### src/rtl/alu_op_sequencer.sv
// Purpose: issue-side controller for the combinational alu. It accepts one op, holds the alu operands, captures the result and computes the flags.
// Latency: 1 cycle from the accept edge to rsp_valid for add/sub/ror, and MUL_LAT cycles for mul. One request is in flight at a time.
// Backpressure: rsp_* are held while rsp_valid && !rsp_ready. req_ready is low from the accept until the response handshake.
//
// Ports:
//   clk, rst_n                      clock, async active-low reset
//   req_valid/req_ready             request handshake; req_op/req_a/req_b/req_tag payload
//   aluIn1/aluIn2/aluOp, aluOut     drive to / result from the combinational alu
//   rsp_valid/rsp_ready             response handshake; rsp_data/rsp_tag/rsp_n/z/c/v payload
//   op_count                        completed responses, free-running 16-bit wrap
module alu_op_sequencer #(
    parameter int MUL_LAT = 3,   // mul EXEC cycles, 1..15
    parameter int TAG_W   = 5
) (
    input  logic             clk,
    input  logic             rst_n,
    input  logic             req_valid,
    output logic             req_ready,
    input  logic [1:0]       req_op,
    input  logic [31:0]      req_a,
    input  logic [31:0]      req_b,
    input  logic [TAG_W-1:0] req_tag,
    output logic [31:0]      aluIn1,
    output logic [31:0]      aluIn2,
    output logic [1:0]       aluOp,
    input  logic [31:0]      aluOut,
    output logic             rsp_valid,
    input  logic             rsp_ready,
    output logic [31:0]      rsp_data,
    output logic [TAG_W-1:0] rsp_tag,
    output logic             rsp_n,
    output logic             rsp_z,
    output logic             rsp_c,
    output logic             rsp_v,
    output logic [15:0]      op_count
);

    localparam logic [1:0] OP_ADD = 2'b00;
    localparam logic [1:0] OP_SUB = 2'b01;
    localparam logic [1:0] OP_MUL = 2'b10;
    localparam logic [1:0] OP_ROR = 2'b11;
    localparam logic [3:0] MUL_CNT = 4'(MUL_LAT);

    typedef enum logic [1:0] {
        IDLE = 2'd0,
        EXEC = 2'd1,
        RESP = 2'd2
    } stateT;

    stateT            state;
    logic [3:0]       execCnt;
    logic [TAG_W-1:0] tagReg;

    // Flag helpers. They work on the held operands, so they are valid at the capture edge.
    logic [32:0] addSum;
    logic [63:0] mulProd;
    logic        flagC;
    logic        flagV;
    logic        unusedBits;

    assign addSum     = {1'b0, aluIn1} + {1'b0, aluIn2};
    assign mulProd    = {32'b0, aluIn1} * {32'b0, aluIn2};
    // Only the carry and the high half of the product feed the flags.
    assign unusedBits = &{1'b0, addSum[31:0], mulProd[31:0]};

    always_comb begin
        flagC = 1'b0;
        flagV = 1'b0;
        case (aluOp)
            OP_ADD: begin
                flagC = addSum[32];
                flagV = (aluIn1[31] == aluIn2[31]) && (aluOut[31] != aluIn1[31]);
            end
            OP_SUB: begin
                // The alu computes in2 - in1; C means no borrow.
                flagC = (aluIn2 >= aluIn1);
                flagV = (aluIn1[31] != aluIn2[31]) && (aluOut[31] != aluIn2[31]);
            end
            OP_MUL: begin
                flagC = |mulProd[63:32];
            end
            OP_ROR: begin
                // A zero rotate amount leaves the carry clear.
                flagC = (aluIn1[4:0] != 5'd0) ? aluOut[31] : 1'b0;
            end
            default: begin
                flagC = 1'b0;
                flagV = 1'b0;
            end
        endcase
    end

    assign req_ready = (state == IDLE);

    always_ff @(posedge clk or negedge rst_n) begin
        if (!rst_n) begin
            state     <= IDLE;
            execCnt   <= 4'd0;
            tagReg    <= '0;
            aluIn1    <= 32'd0;
            aluIn2    <= 32'd0;
            aluOp     <= 2'd0;
            rsp_valid <= 1'b0;
            rsp_data  <= 32'd0;
            rsp_tag   <= '0;
            rsp_n     <= 1'b0;
            rsp_z     <= 1'b0;
            rsp_c     <= 1'b0;
            rsp_v     <= 1'b0;
            op_count  <= 16'd0;
        end else begin
            case (state)
                IDLE: begin
                    if (req_valid) begin
                        aluOp   <= req_op;
                        // Mask the rotate amount so the alu sees only 0..31.
                        aluIn1  <= (req_op == OP_ROR) ? {27'b0, req_a[4:0]} : req_a;
                        aluIn2  <= req_b;
                        tagReg  <= req_tag;
                        execCnt <= (req_op == OP_MUL) ? MUL_CNT : 4'd1;
                        state   <= EXEC;
                    end
                end
                EXEC: begin
                    if (execCnt == 4'd1) begin
                        rsp_data  <= aluOut;
                        rsp_n     <= aluOut[31];
                        rsp_z     <= (aluOut == 32'd0);
                        rsp_c     <= flagC;
                        rsp_v     <= flagV;
                        rsp_tag   <= tagReg;
                        rsp_valid <= 1'b1;
                        execCnt   <= 4'd0;
                        state     <= RESP;
                    end else begin
                        execCnt <= execCnt - 4'd1;
                    end
                end
                RESP: begin
                    if (rsp_ready) begin
                        rsp_valid <= 1'b0;
                        op_count  <= op_count + 16'd1;
                        state     <= IDLE;
                    end
                end
                default: state <= IDLE;
            endcase
        end
    end

endmodule

### config.mk
export PLATFORM = sky130hd
export DESIGN_NAME = alu_op_sequencer
export DESIGN_NICKNAME = d
export VERILOG_FILES = /design/src/rtl/alu_op_sequencer.sv
export SDC_FILE = /design/constraint.sdc
export NUM_CORES = 2
export LEC_CHECK = 0
export BUFFER_PORTS_ARGS = -buffer_cell sky130_fd_sc_hd__buf_4
export CAP_MARGIN = 5
export CORE_UTILIZATION = 60
export CTS_CLUSTER_SIZE = 8
export DETAILED_ROUTE_END_ITERATION = 12
export MAX_ROUTING_LAYER = met4
export PLACE_DENSITY = 0.78
export SLEW_MARGIN = 40
export SYNTH_ARGS = -nofsm -noshare
export SYNTH_HDL_FRONTEND = slang
export SYNTH_SLANG_ARGS = --single-unit
### constraint.sdc
create_clock -name clk -period 13.6 [get_ports clk]
set_clock_uncertainty 0.05 [all_clocks]
set_input_delay 1.36 -clock clk [delete_from_list [all_inputs] [get_ports clk]]
set_output_delay 1.36 -clock clk [all_outputs]
set_load 0.03 [all_outputs]
==> results.md <==
* Max Transition Viols Final at 0
* First-pass GRT wire length at 179400 µm
* Worst slew pin tran at 835.7 ps
* Distinct cells, synth at 77
* CTS Sinks at ~130
* Total GRT Usage at 35.73%
* Fin crit period at 9130 ps
* Post-route DRC at 0
* Max Cap Viol at 0
* Clk_lat worst skew at ~470 ps
* Most common cell in the netlist: fa_1
* Top cells by count, synth: fa_1, inv_1, and2_1
* RSZ-0062 raised after global routing: no
* Crit path max-delay family: adder cells
* Cell Area, Synth at approximately 40000 µm²
* Wire per inst at roughly 21 µm
* Crit path buf inv count at 7
* # setup viols final at 0
* Crit-path most repeated cell: fa_1
* Post-synth EDFFs at 0
* Outcome: finished, final reports clean
* Period utilisation layout at between 60 and 70%
* Mean post-synth cell area at 9.460 µm²
* Total Neg Setup Slack at 0 ps
* Top post-synthesis cells by area: fa_1, ha_1, and2_1, dfrtp_1, inv_1
* Clk slew on worst S/H paths at ~70 ps
* Sequential fraction of the synthesis area at about 8.4%
* Initial Util at between 60% and 70%
* Relative slew margins at between 40% and 50%
* Pre-Repair DR Iteration Count at 5
* Vias at around 30000
* Largest area contributor in the netlist: fa_1
* Hold Buf Count CTS at 0
* Root buf cell: clkbuf_16
* Worst Path Arrival at approximately 9400 ps
* Worst setup SP type: flip-flop
* R2R Setup Slk at between 4000 and 5000 ps
* Syn-to-layout area delta at 7.557%
* GRT overflow at 0
* Post-layout net count at 5604
* HPWL Detailed at a little under 90000 µm
* Critical-path maximum fanout at 26
* Die span in y at roughly 260 µm
* Setup Buffers After CTS at 0
* Vias per Instance at about 5.8
* Die W at about 260 µm
* Asr flop ratio synth at between 90% and 100%
* Core box area at ~65000 µm²
* Critical Path RT at between 10000 and 15000 ps
* Vias in the first global route at 32850
* Post-CTS Resized at 0
* Maximum clock frequency at 109.5 MHz
* Fill count at 5150
* CP max-delay cell: dfrtp_1
* Number of buffers created by CTS at 17
* Largest net degree at the start of global routing at 79
* Synth top area share at a little under half
* I/O pins at roughly 230
* Row count at 93
* Routed WL at 109700 µm
* Mapped Cells at about 4200
* Final setup margin at 4470 ps
* Synthesized flop and latch total at 134
* Worst path max stage delay at approximately 660 ps
* Port buffer count at approximately 230
* Tightest Hold Check Type: reg -> reg
* Antenna-violating nets left at 0
* Initial antenna violation count at 5
* Die Footprint at ~67000 µm²
* Main flop type after synthesis: dfrtp_1
* Pre-CTS WS at ~4700 ps
* Synth warn at 0
* Syn Nets at ~5500
* Layout cell share with drive strength beyond 1 at 10.03%
* CP endpoint kind: flip-flop
* CTS Buffer Depth at 2
* Hold Violations, Final at 0
* 1st-iter DRT viols at about 2200
* TritonCTS clock tree: yes
* Crit Path Class: reg -> reg
* Routability cong. at a little over 1
* Htree depth at 4
## registers in the layout, summed over array words and instances, names as in the netlist
signal,count
aluIn1,32
aluIn2,32
aluOp,2
execCnt,4
op_count,16
rsp_c,1
rsp_data,32
rsp_tag,5
rsp_v,1
rsp_valid,1
rsp_z,1
state,2
tagReg,5
## cell families after synthesis
group                    synth area share [%]
AO/OA/AOI/OAI                           5.394
XOR/XNOR                               0.7724
adder cells (fa/ha/maj)                 55.46
buffers and inverters                   9.903
flip-flops                              8.449
multiplexers                            2.261
AND/OR/NAND/NOR                         17.76
## final timing paths
kind	start	to	cells after the start
max in group asynchronous	rst_n	rsp_tag[3]	2
worst min-delay path	op_count[15]	op_count[15]	1
worst max register to register	aluIn1[10]	rsp_c	28
min in group asynchronous	rst_n	aluIn1[23]	1
worst min register to register	op_count[15]	op_count[15]	1
worst max-delay path	aluIn1[10]	rsp_c	28
## per-stage QoR
| step | cell area (µm²) | cells | utilization [%] | hold slack [ps] |
|---|---|---|---|---|
| 6_report | 42680 | 5144 | 65.74 | 432.7 |
| 5_1_grt | 42680 | 5144 | 65.74 | 461.4 |
| 4_1_cts | 42680 | 5143 | 65.73 | 431.6 |
| 3_5_place_dp | 42100 | 5111 | 64.83 | 416.7 |
| 3_3_place_gp | 42080 | 5111 | 64.81 | 419.3 |
| 2_1_floorplan | 39690 | 4195 | - | 420.8 |
## cells in the final DEF, fill, tap and decap left out, types with 14 or more instances in the layout
cell type,n
ha_1,327
inv_1,807
and3_1,14
nor3_1,18
nand4_1,38
mux2_2,77
nor2_1,56
a21o_1,17
nor4_1,24
dfrtp_1,130
and2_1,613
nand3_1,54
o21bai_1,14
o21ai_0,103
clkbuf_16,17
buf_4,294
a21oi_1,95
fa_1,895
nand2_1,473
xnor2_1,24
## per-layer routing
layer  vias to the layer above  part of all wire [%]  track usage (%)
li1                      12910                     -                -
met5                         -                     0                -
met4                         0                   2.8            9.559
met2                      1430                    48            56.75
met1                     15350                    40            47.25
met3                       219                   9.5            6.825
## layout make-up
cell class / instances / area, µm² / share of cell area, %
Multi-Input combinational cell: 3019 / 32410 / 75.93
Clock buffer: 18 / 439.2 / 1.029
Clock inverter: 14 / 141.4 / 0.3312
Timing Repair Buffer: 296 / 2232 / 5.229
Tap cell: 855 / 1070 / 2.506
Antenna cell: 1 / 2.502 / 0.005863
Sequential cell: 134 / 3358 / 7.868
Inverter: 807 / 3029 / 7.097
Power is left out: the tool's default activity adds up to more than one toggle a clock period on the data nets, which glitch-free logic cannot reach.
